**src/rtl/rx_packet_decoder.sv**
```systemverilog
// Decodes USB-style packets popped from the receiver FIFO: PID check, token fields with CRC5,
// data payload with CRC bytes stripped. Define RX_CRC16_CHECK_EN to also check the data CRC16.
module rx_packet_decoder (
  input  logic       clk,
  input  logic       rst,
  input  logic       fifo_empty,
  input  logic [7:0] fifo_data,
  input  logic       rcving,
  input  logic       r_error,
  output logic       fifo_r_enable,
  output logic [3:0] pid,
  output logic       pid_valid,
  output logic [6:0] tok_addr,
  output logic [3:0] tok_endp,
  output logic       tok_valid,
  output logic [7:0] data_out,
  output logic       data_valid,
  output logic       pkt_done,
  output logic       pkt_error
);

  typedef enum logic [2:0] {StIdle, StPid, StTok1, StTok2, StData, StEnd, StDrain} state_e;

  state_e      r_state;
  logic [3:0]  r_pid;
  logic        r_pid_valid;
  logic [6:0]  r_tok_addr;
  logic [3:0]  r_tok_endp;
  logic        r_tok_valid;
  logic [7:0]  r_data_out;
  logic        r_data_valid;
  logic        r_pkt_done;
  logic        r_pkt_error;
  logic [7:0]  r_tok_lo;
  logic [7:0]  r_buf0;
  logic [7:0]  r_buf1;
  logic [1:0]  r_cnt;

  logic        w_pop;
  logic        w_eop;
  logic        w_pid_ok;
  logic        w_crc5_ok;
  logic        w_crc16_ok;
  logic [15:0] w_tok_word;

  // Reflected CRC5 register after shifting in the 11 token field bits, LSB first.
  function automatic logic [4:0] crc5_reg(input logic [10:0] d);
    logic [4:0] c;
    c = 5'h1f;
    for (int i = 0; i < 11; i++) begin
      if (c[0] ^ d[i]) c = (c >> 1) ^ 5'h14;
      else             c = c >> 1;
    end
    return c;
  endfunction

  assign w_pop = !rst && !fifo_empty &&
                 (r_state == StPid || r_state == StTok1 || r_state == StTok2 ||
                  r_state == StData || r_state == StDrain);
  assign w_eop      = !rcving && fifo_empty;
  assign w_pid_ok   = (fifo_data[7:4] == ~fifo_data[3:0]);
  assign w_tok_word = {fifo_data, r_tok_lo};
  assign w_crc5_ok  = (w_tok_word[15:11] == ~crc5_reg(w_tok_word[10:0]));

`ifdef RX_CRC16_CHECK_EN
  logic [15:0] r_crc16;

  function automatic logic [15:0] crc16_next(input logic [15:0] c_in, input logic [7:0] d);
    logic [15:0] c;
    c = c_in;
    for (int i = 0; i < 8; i++) begin
      if (c[0] ^ d[i]) c = (c >> 1) ^ 16'ha001;
      else             c = c >> 1;
    end
    return c;
  endfunction

  // Buffer holds the trailing CRC bytes at end of packet: newest is the high byte.
  assign w_crc16_ok = ({r_buf0, r_buf1} == ~r_crc16);

  always_ff @(posedge clk) begin
    if (rst) begin
      r_crc16 <= '0;
    end else if (r_state == StIdle) begin
      r_crc16 <= 16'hffff;
    end else if (r_state == StData && w_pop && !r_error && r_cnt == 2'd2) begin
      r_crc16 <= crc16_next(r_crc16, r_buf1);
    end
  end
`else
  assign w_crc16_ok = 1'b1;
`endif

  always_ff @(posedge clk) begin
    if (rst) begin
      r_state      <= StIdle;
      r_pid        <= '0;
      r_pid_valid  <= 1'b0;
      r_tok_addr   <= '0;
      r_tok_endp   <= '0;
      r_tok_valid  <= 1'b0;
      r_data_out   <= '0;
      r_data_valid <= 1'b0;
      r_pkt_done   <= 1'b0;
      r_pkt_error  <= 1'b0;
      r_tok_lo     <= '0;
      r_buf0       <= '0;
      r_buf1       <= '0;
      r_cnt        <= '0;
    end else begin
      r_pid_valid  <= 1'b0;
      r_tok_valid  <= 1'b0;
      r_data_valid <= 1'b0;
      r_pkt_done   <= 1'b0;
      r_pkt_error  <= 1'b0;
      if (r_state != StIdle && r_error) begin
        r_state <= StDrain;
      end else begin
        case (r_state)
          StIdle: begin
            r_cnt <= '0;
            if (!fifo_empty) r_state <= StPid;
          end
          StPid: begin
            if (w_pop) begin
              if (w_pid_ok) begin
                r_pid       <= fifo_data[3:0];
                r_pid_valid <= 1'b1;
                case (fifo_data[3:0])
                  4'h1, 4'h9, 4'h5, 4'hd: r_state <= StTok1;
                  4'h3, 4'hb:             r_state <= StData;
                  4'h2, 4'ha, 4'he:       r_state <= StEnd;
                  default:                r_state <= StDrain;
                endcase
              end else begin
                r_state <= StDrain;
              end
            end
          end
          StTok1: begin
            if (w_pop) begin
              r_tok_lo <= fifo_data;
              r_state  <= StTok2;
            end else if (w_eop) begin
              r_pkt_error <= 1'b1;
              r_state     <= StIdle;
            end
          end
          StTok2: begin
            if (w_pop) begin
              r_tok_addr <= w_tok_word[6:0];
              r_tok_endp <= w_tok_word[10:7];
              if (w_crc5_ok) begin
                r_tok_valid <= 1'b1;
                r_state     <= StEnd;
              end else begin
                r_state <= StDrain;
              end
            end else if (w_eop) begin
              r_pkt_error <= 1'b1;
              r_state     <= StIdle;
            end
          end
          StData: begin
            if (w_pop) begin
              r_buf0 <= fifo_data;
              r_buf1 <= r_buf0;
              if (r_cnt == 2'd2) begin
                r_data_out   <= r_buf1;
                r_data_valid <= 1'b1;
              end else begin
                r_cnt <= r_cnt + 2'd1;
              end
            end else if (w_eop) begin
              if (r_cnt == 2'd2 && w_crc16_ok) r_pkt_done  <= 1'b1;
              else                             r_pkt_error <= 1'b1;
              r_state <= StIdle;
            end
          end
          StEnd: begin
            if (w_eop) begin
              r_pkt_done <= 1'b1;
              r_state    <= StIdle;
            end else if (!fifo_empty) begin
              r_state <= StDrain;
            end
          end
          StDrain: begin
            if (w_eop) begin
              r_pkt_error <= 1'b1;
              r_state     <= StIdle;
            end
          end
          default: r_state <= StIdle;
        endcase
      end
    end
  end

  assign fifo_r_enable = w_pop;
  assign pid           = r_pid;
  assign pid_valid     = r_pid_valid;
  assign tok_addr      = r_tok_addr;
  assign tok_endp      = r_tok_endp;
  assign tok_valid     = r_tok_valid;
  assign data_out      = r_data_out;
  assign data_valid    = r_data_valid;
  assign pkt_done      = r_pkt_done;
  assign pkt_error     = r_pkt_error;

endmodule
```
**config.mk**
```make
export PLATFORM = sky130hd
export DESIGN_NAME = rx_packet_decoder
export DESIGN_NICKNAME = d
export VERILOG_FILES = /design/src/rtl/rx_packet_decoder.sv
export SDC_FILE = /design/constraint.sdc
export NUM_CORES = 1
export LEC_CHECK = 0
export CORE_AREA = 2 2 83 85
export DETAILED_ROUTE_END_ITERATION = 7
export DIE_AREA = 0 0 85 87
export PLACE_DENSITY = 0.73
export SYNTH_ARGS = -nofsm -noshare
export SYNTH_HDL_FRONTEND = slang
export SYNTH_SLANG_ARGS = --single-unit
```
**constraint.sdc**
```tcl
create_clock -name clk -period 1.89 [get_ports clk]
set_input_delay 0.2835 -clock clk [delete_from_list [all_inputs] [get_ports clk]]
set_output_delay 0.2835 -clock clk [all_outputs]
set_load 0.01 [all_outputs]
```
==> results of run 1 <==
## cell type report
| cell class | instances | area, sq um |
|---|---|---|
| fillers | 614 | 2890 |
| repair buffers | 87 | 761 |
| flip-flops and latches | 57 | 1150 |
| inverters | 9 | 33.8 |
| clock inverters | 7 | 77.6 |
| multi-input cells | 231 | 1440 |
| well taps | 80 | 100 |
| clock buffers | 9 | 124 |
## Yosys cell counts
cell type | n | area share (%)
nand2_1 | 61 | 8.8
dfxtp_1 | 57 | 44
nor2_1 | 41 | 5.9
a21oi_1 | 37 | 7.1
mux2i_1 | 22 | 8.4
clkbuf_1 | 15 | 2.2
nand3_1 | 10 | 1.9
xnor2_1 | 9 | 3.0
inv_1 | 8 | 1.1
o21ai_0 | 7 | 1.3
buf_2 | 6 | 1.1
xor2_1 | 6 | 2.0
xnor3_1 | 4 | 3.4
or2_2 | 3 | 0.72
or3_1 | 3 | 0.72
a211oi_1 | 2 | 0.57
and3_1 | 2 | 0.48
nand4_1 | 2 | 0.48
nor3_1 | 2 | 0.38
nor4_1 | 2 | 0.48
o221ai_1 | 2 | 0.67
o22a_1 | 2 | 0.67
a211o_1 | 1 | 0.33
a221oi_1 | 1 | 0.33
a22o_1 | 1 | 0.33
a311oi_1 | 1 | 0.33
a31oi_1 | 1 | 0.24
clkinv_1 | 1 | 0.14
ha_1 | 1 | 0.48
nand2_2 | 1 | 0.24
nand2b_1 | 1 | 0.24
nor2_2 | 1 | 0.24
nor4_4 | 1 | 0.81
o211ai_1 | 1 | 0.29
or2_1 | 1 | 0.24
or4_1 | 1 | 0.29
or4b_1 | 1 | 0.38
## power by group through the flow
stage	sequential (mW)	clock (mW)	combinational, mW
finish	1.32	1.15	0.970
floorplan	1.29	0	0.583
global route	1.32	1.22	1.05
CTS	1.31	1.17	0.884
global placement	1.33	0	0.861
detailed placement	1.33	0	0.871
## worst paths after layout
path / depth (start not counted) / startpoint / slack (ns) / to
setup / recovery: 7 / r_tok_lo[5]$_SDFFE_PP0P_ / -0.04 / r_state[1]$_SDFFE_PP0P_
hold / removal: 3 / fifo_data[0] / 0.31 / r_buf0[0]$_SDFFE_PP0P_
setup reg to reg: 7 / r_tok_lo[5]$_SDFFE_PP0P_ / -0.04 / r_state[1]$_SDFFE_PP0P_
hold reg to reg: 2 / r_buf0[6]$_SDFFE_PP0P_ / 0.45 / r_buf1[6]$_SDFFE_PP0P_
## cell usage in the layout (no fill, tap or decap), types with 4 or more instances in the layout
cell type,netlist,layout
nand2_1,61,60
clkdlybuf4s50_1,0,32
xnor2_1,9,8
nand3_1,10,9
dfxtp_1,57,53
dlygate4sd2_1,0,4
o21ai_0,7,6
clkinvlp_4,0,4
nor2_1,41,41
a21oi_1,37,37
dfxtp_2,0,4
xor2_1,6,6
buf_4,0,45
xnor3_1,4,4
mux2i_1,22,22
clkbuf_8,0,9
inv_1,8,8
## metal layers
metal	up-vias	wire length [microns]
li1	1225	-
met1	1100	2990
met2	52	3000
met3	12	224
met4	0	143
met5	-	0
## cells by family (layout without fill, tap and decap cells)
group	after synthesis	in the layout	synth area share [%]
and+or+nand+nor	133	133	22.2
DFF	57	57	43.6
AOI/OAI and AO/OA	56	56	12.2
buffers and inverters	30	112	4.59
muxes	22	22	8.42
xor gates and xnor gates	19	19	8.47
adders and majority gates	1	1	0.478
## flip-flops by register name (all words and copies together) (netlist names)
register / count
tok_valid: 1
r_buf1: 8
r_buf0: 8
pkt_done: 1
tok_addr: 7
pid_valid: 1
tok_endp: 4
data_out: 8
data_valid: 1
r_tok_lo: 8
r_cnt: 2
pkt_error: 1
pid: 4
r_state: 3
## worst register-to-register path: stages, from the launching register on
cell and delay [ns]:
dfxtp_1 0.32, buf_4 0.15, xnor2_2 0.14, xnor3_1 0.42, or3_4 0.39, nand2_4 0.08
nand4_1 0.12, and3_1 0.22
## what timing repair did
| item | CTS | global route |
|---|---|---|
| setup endpoints to repair | 10 | 9 |
| gates cloned | 0 | 0 |
| pin swaps | 2 | 4 |
| gates resized for setup | 12 | 17 |
| setup buffers | 0 | 1 |
## through the flow
stage	TNS [ns]	hold WS [ns]	area, sq um	std cells
after global placement	-7.21	0.442	3390	463
after CTS	-0.0341	0.365	3610	479
final	-0.0423	0.307	3680	480
after global routing	-0.0807	0.310	3680	480
after floorplan	0	0.419	2620	318
after detailed placement	-7.79	0.446	3390	463
==> results_dict.tcl, run 1 <==
set metrics [dict create \
    grt_use_met3_pct 4.45 \
    crit_path_end_kind "flip-flop" \
    cts.path.max_buffers 2 \
    wl_per_cell_microns 13.3 \
    syn_area_sq_um 2620 \
    fp-row-count 30 \
    rsz0062_at_grt "yes" \
    portBuffers 41 \
    wl_microns 6360 \
    fin_skew_ns 0.00923 \
    cts_tree "built" \
    n_antenna_cell 0 \
    clockPowerShare_pct 33.4 \
    via_per_inst 4.98 \
    top_usage_layer "met2" \
    cp_slowest_cell "xnor3_1" \
    worst-endpoint-arrival_ns 2.16 \
    tightestPinTransition_ns 0.379 \
    area_delta_synth_final_pct 40.7 \
    grt_pass1_vias 2211 \
    h-tree-depth 3 \
    setup-violations-final 1 \
    die_h_microns 87 \
    cpPeakStageDelay_ns 0.42 \
    die_width_microns 85 \
    antenna_found_initial 0 \
    dr.pass1.iters 4 \
    cp_cell_sequence "buf_4 > xnor2_2 > xnor3_1 > or3_4 > nand2_4 > nand4_1 > and3_1" \
    min_path_type "input pin to flip-flop" \
    p_seq_share_pct 38.4 \
    num_io_pins 42 \
    cp_data_required_time_ns 2.12 \
    drv_cap 0 \
    clkSinkCount 57 \
    overflow 0 \
    start_util_pct 39.8 \
    clkTransAtPathRegs_ns 0.07 \
    critPathKind "flip-flop to flip-flop" \
    post-dp-hpwl_microns 4540 \
    hold_buffers 0 \
    violations "negative setup slack" \
    drt-initial-drc-count 196 \
    switching_share_pct 32.7 \
    critPathLaunchType "flip-flop" \
    nNetsFinal 409 \
    period_share_pct 102 \
    finalHoldViolCount 0 \
    power.density_nw_per_um2 933 \
    grt_max_degree 40 \
    status "finished with violations" \
    synth_fp_nets 332 \
    gp_congestion 0.868 \
    maxSlewViolCount 0 \
    yosysWarningCount 0 \
    fmax_mhz 518 \
    drive_gt1_share_pct 21.0 \
    syn_avg_cell_area_sq_um 8.23 \
    p_int_mw 2.31 \
    core_sq_um 6570 \
    grt.met1_usage_pct 23.0 \
    p_sw_mw 1.12 \
    grt_pass1_wl_microns 10300 \
    fin_ws_ns -0.0423 \
    insertion_delay_ns 0.34 \
    track_usage_pct 17.5 \
    drc 0 \
    post-place-ws_ns -0.618 \
    die_area_sq_um 7400 \
    synth.distinct_cells 37 \
    detail-route-antenna-nets 0 \
    ys_ff_latch 57 \
    ys_seq_area_share_pct 43.6 \
    comb_power_share_pct 28.2 \
    relSlewSlack_pct 74.8 \
    ir_worst_vdd_mv 0.530 \
    leakage_nw 1.51 \
    met2_usage_pct 27.4 \
    cp_max_fo 3 \
    finalCriticalPeriod_ns 1.93 \
    crit_buf_inv 1 \
    dr_total_vias 2389 \
    power.total_mw 3.43 \
    cp_top_family "simple AND/OR/NAND/NOR gates" \
    clockRootBuffer "clkbuf_8" \
    cts_made_buffers 9 \
    utilization_pct 56.0 \
    netlist_instances 318 \
]
No activity file was read; power rests on OpenSTA's default activity.
==> run 2, diff against run 1 <==
- CELL_PAD_IN_SITES_DETAIL_PLACEMENT: default -> 0
- CELL_PAD_IN_SITES_GLOBAL_PLACEMENT: default -> 1
- CORE_AREA: 2 2 83 85 -> 2 2 90 92
- DIE_AREA: 0 0 85 87 -> 0 0 92 94
- PLACE_DENSITY: 0.73 -> 0.81
==> results_dict.tcl, run 2 (synthesis gave the netlist of run 1 again) <==
set metrics [dict create \
    drive_gt1_share_pct 21.1 \
    cp_max_fo 3 \
    crit_path_end_kind "flip-flop" \
    die_width_microns 92 \
    finalHoldViolCount 0 \
    drv_cap 0 \
    rrSetupSlack_ns 0.08 \
    wl_microns 6480 \
    n_antenna_cell 0 \
    die_area_sq_um 8650 \
    critPathKind "flip-flop to flip-flop" \
    utilization_pct 49.2 \
    insertion_delay_ns 0.33 \
    holdPathEnd "r_state[2]$_SDFFE_PP0P_" \
    cts_tree "built" \
    critPathLaunchType "flip-flop" \
    tightestPinTransition_ns 0.377 \
    via_per_inst 4.73 \
    start_util_pct 34.4 \
    most-common-layout-cells "61 x nand2_1, 50 x dfxtp_1, 42 x buf_4" \
    seqCellArea_sq_um 1150 \
    multiInputGateArea_sq_um 1430 \
    cts.path.max_buffers 2 \
    area_delta_synth_final_pct 43.1 \
    dr.pass1.iters 4 \
    overflow 0 \
    clockRootBuffer "clkbuf_8" \
    grt_pass1_wl_microns 11000 \
    portBuffers 41 \
    hold_start "rst" \
    holdWs_ns 0.389 \
    finalCriticalPeriod_ns 1.81 \
    nFillCells 762 \
    drt-initial-drc-count 166 \
    dr_total_vias 2371 \
    cp_data_required_time_ns 2.12 \
    ir_worst_vdd_mv 0.570 \
    maxSlewViolCount 0 \
    gp_congestion 0.902 \
    period_share_pct 96.0 \
    antenna_found_initial 0 \
    rr_endpoint "r_state[1]$_SDFFE_PP0P_" \
    nNetsFinal 408 \
    layout_commonest_cell "nand2_1" \
    hold_buffers 0 \
    fp-row-count 32 \
    worstReg2RegStart "r_tok_lo[5]$_SDFFE_PP0P_" \
    status "complete, no violations" \
    drc 0 \
    clkSinkCount 57 \
    reg2reg_depth 7 \
    post-dp-hpwl_microns 4700 \
    detail-route-antenna-nets 0 \
    grt_pass1_vias 2346 \
    grt_max_degree 38 \
    cts_made_buffers 9 \
    die_h_microns 94 \
    h-tree-depth 3 \
    worst-endpoint-arrival_ns 2.04 \
    fin_skew_ns 0.00507 \
    clkTransAtPathRegs_ns 0.07 \
    relSlewSlack_pct 74.9 \
    fmax_mhz 551 \
    core_sq_um 7610 \
    holdPathStages 3 \
    wl_per_cell_microns 12.9 \
    setup-violations-final 0 \
    power.density_nw_per_um2 975 \
    leakage_nw 1.53 \
    num_io_pins 42 \
    track_usage_pct 16.1 \
    min_path_type "input pin to flip-flop" \
]
-- run 2: through the flow --
step                      setup TNS, ns  std cells  power (mW)  area [sq um]  setup slack (ns)
after floorplan                       0        318        1.87          2620            0.0379
after global placement            -5.95        483        2.17          3400            -0.469
after detailed placement          -6.98        483        2.17          3400            -0.486
after CTS                             0        499        3.61          3660           0.00442
after global routing          -0.000639        501        3.85          3740         -0.000639
final                                 0        501        3.65          3740            0.0751
-- run 2: cell type report --
type / count / share of cell area, %
multi-input cells: 231 / 38.1
flip-flops and latches: 57 / 30.8
repair buffers: 86 / 20.2
well taps: 102 / 3.41
clock inverters: 7 / 3.34
clock buffers: 9 / 3.31
inverters: 9 / 0.902
-- run 2: worst max path at each step --
stage | start | end | depth (start not counted) | slack [ns]
floorplan | r_tok_lo[5]$_SDFFE_PP0P_ | r_state[1]$_SDFFE_PP0P_ | 6 | 0.04
global placement | fifo_data[4] | pid[2]$_SDFFE_PP0P_ | 9 | -0.47
global route | r_tok_lo[5]$_SDFFE_PP0P_ | r_state[1]$_SDFFE_PP0P_ | 7 | -0.0006
finish | r_tok_lo[5]$_SDFFE_PP0P_ | r_state[1]$_SDFFE_PP0P_ | 7 | 0.08
CTS | r_state[1]$_SDFFE_PP0P_ | fifo_r_enable | 4 | 0.004
detailed placement | fifo_data[4] | pid[2]$_SDFFE_PP0P_ | 9 | -0.49
-- run 2: report_power, final --
part           switching (mW)  internal [mW]
Combinational           0.485          0.431
Sequential             0.0644           1.26
Clock                   0.526          0.889
-- run 2: per-layer routing --
layer  up-vias  GRT usage [%]  share of wire, %
met2        70           25.4                45
met1      1070           20.1                47
met3        12           6.02               6.2
met5         -              0                 0
met4         0           5.72               2.1
li1       1219              -                 -
-- run 2: critical path: stages (launching register included) --
cell	delay, ns
dfxtp_2	0.33
buf_6	0.12
xnor2_2	0.11
xnor3_1	0.42
or3_4	0.41
nand2_4	0.07
nand4_1	0.08
and3_1	0.17
-- run 2: timing repair --
action,4_1_cts,5_1_grt
resized for setup,13,16
buffers inserted,0,2
pin swaps,2,9
setup endpoints to repair,6,8
==> run 3, diff against run 2 <==
- CORE_AREA: 2 2 90 92 -> 2 2 81 102
- DIE_AREA: 0 0 92 94 -> 0 0 83 104
==> results_dict.tcl, run 3 (synthesis gave the netlist of run 1 again) <==
set metrics [dict create \
    finalCriticalPeriod_ns 1.88 \
    most-common-layout-cells "61 x nand2_1, 52 x dfxtp_1, 41 x buf_4" \
    maxSlewViolCount 0 \
    overflow 0 \
    critPathLaunchType "flip-flop" \
    utilization_pct 48.7 \
    cts.path.max_buffers 2 \
    wl_per_cell_microns 13.8 \
    layout_commonest_cell "nand2_1" \
    antenna_found_initial 0 \
    hold_buffers 0 \
    setup-violations-final 0 \
    worst-endpoint-arrival_ns 2.11 \
    numPlacedInstances 474 \
    fmax_mhz 531 \
    critPathKind "flip-flop to flip-flop" \
    num_io_pins 42 \
    ir_worst_vdd_mv 0.530 \
    drive_gt1_share_pct 21.4 \
    power.density_nw_per_um2 974 \
    final_area_sq_um 3750 \
    finalHoldViolCount 0 \
    tightestPinTransition_ns 0.355 \
    dr.pass1.iters 4 \
    die_h_microns 104 \
    status "complete, no violations" \
    grt_pass1_vias 2451 \
    drt-initial-drc-count 128 \
    met2_usage_pct 27.9 \
    place_area_sq_um 3370 \
    portBuffers 41 \
    grt_max_degree 36 \
    die_width_microns 83 \
    cts_made_buffers 9 \
    h-tree-depth 3 \
    grt_use_met3_pct 3.17 \
    track_usage_pct 16.2 \
    area_delta_synth_final_pct 43.4 \
    n_antenna_cell 0 \
    period_share_pct 99.6 \
    clockRootBuffer "clkbuf_8" \
    detail-route-antenna-nets 0 \
    leakage_nw 1.57 \
    fin_skew_ns 0.00631 \
    nNetsFinal 406 \
    fin_cells 492 \
    drv_cap 0 \
    dr_total_vias 2413 \
    insertion_delay_ns 0.34 \
    cp_cell_sequence "xor2_1 > xnor3_1 > or3_4 > nand2_4 > nand4_1 > and3_1" \
    cts_tree "built" \
    post-dp-hpwl_microns 4770 \
    cp_max_fo 4 \
    grt.met1_usage_pct 18.9 \
    clkTransAtPathRegs_ns 0.07 \
    fp-row-count 36 \
    min_path_type "input pin to flip-flop" \
    relSlewSlack_pct 76.3 \
    wl_microns 6790 \
    via_per_inst 4.90 \
    gp_congestion 0.869 \
    cp_slowest_cell "dfxtp_1" \
    cp_data_required_time_ns 2.12 \
    cpPeakStageDelay_ns 0.44 \
    grt_pass1_wl_microns 11400 \
    drc 0 \
    clkSinkCount 57 \
    rsz0062_at_grt "yes" \
    core_sq_um 7700 \
    start_util_pct 34.0 \
    top_usage_layer "met2" \
    die_area_sq_um 8630 \
    crit_path_end_kind "flip-flop" \
]
## run 3: changes by cell type in the layout (fill, tap and decap cells not counted), moves of 2 or more
cell / previous run / this run
xnor2_2: 1 / 3
dlygate4sd2_1: 7 / 1
xnor2_1: 8 / 6
dfxtp_1: 50 / 52
dlymetal6s2s_1: 1 / 7
or2_4: 0 / 2
or2_2: 3 / 1
## run 3: power breakdown
group	total [mW]	leakage (nW)	switching [mW]	internal [mW]
clock network	1.42	0.124	0.536	0.889
logic	0.931	0.987	0.502	0.429
registers	1.30	0.462	0.0487	1.25
total	3.65	1.57	1.09	2.57
## run 3: repair_timing
action,CTS,global route
setup buffers,0,2
endpoints found under the hold margin,0,0
resized for setup,11,21
endpoints found under the setup margin,7,9
pin swaps,1,11
## run 3: path summary, 6_finish.rpt
| kind | from | endpoint | slack (ns) | cells after the start |
|---|---|---|---|---|
| max | r_tok_lo[0]$_SDFFE_PP0P_ | r_state[1]$_SDFFE_PP0P_ | 0.007 | 6 |
| min | rst | pkt_error$_SDFF_PP0_ | 0.31 | 4 |
| max reg2reg | r_tok_lo[0]$_SDFFE_PP0P_ | r_state[1]$_SDFFE_PP0P_ | 0.007 | 6 |
| min reg2reg | r_buf0[5]$_SDFFE_PP0P_ | r_buf1[5]$_SDFFE_PP0P_ | 0.45 | 2 |
## run 3: worst max-delay path, delay by kind of cell (launching register included)
family	cells	cell delay, ns
XOR/XNOR	2	0.60
flip-flops	1	0.44
AND/OR/NAND/NOR	4	0.73
## run 3: metrics by stage
| stage | setup WS, ns | TNS (ns) | power, mW | hold WS, ns |
|---|---|---|---|---|
| 3_3_place_gp | -0.409 | -4.56 | 2.17 | 0.440 |
| 5_1_grt | -0.0603 | -0.109 | 3.86 | 0.349 |
| 3_5_place_dp | -0.450 | -5.52 | 2.18 | 0.446 |
| 6_report | 0.00719 | 0 | 3.65 | 0.309 |
| 2_1_floorplan | 0.0379 | 0 | 1.87 | 0.419 |
| 4_1_cts | 0.0165 | 0 | 3.65 | 0.284 |
## run 3: layout make-up
| cell class | instances | area [sq um] |
|---|---|---|
| clock buffers | 9 | 124 |
| clock inverters | 7 | 125 |
| fillers | 767 | 3950 |
| inverters | 9 | 33.8 |
| multi-input cells | 231 | 1440 |
| flip-flops and latches | 57 | 1150 |
| well taps | 95 | 119 |
| repair buffers | 84 | 761 |
## run 3: per-layer routing
layer | wire (microns) | up-vias | share of wire [%]
met5 | 0 | - | 0
met4 | 161 | 0 | 2.4
met3 | 225 | 15 | 3.3
met2 | 3410 | 55 | 50
met1 | 2990 | 1126 | 44
li1 | - | 1217 | -
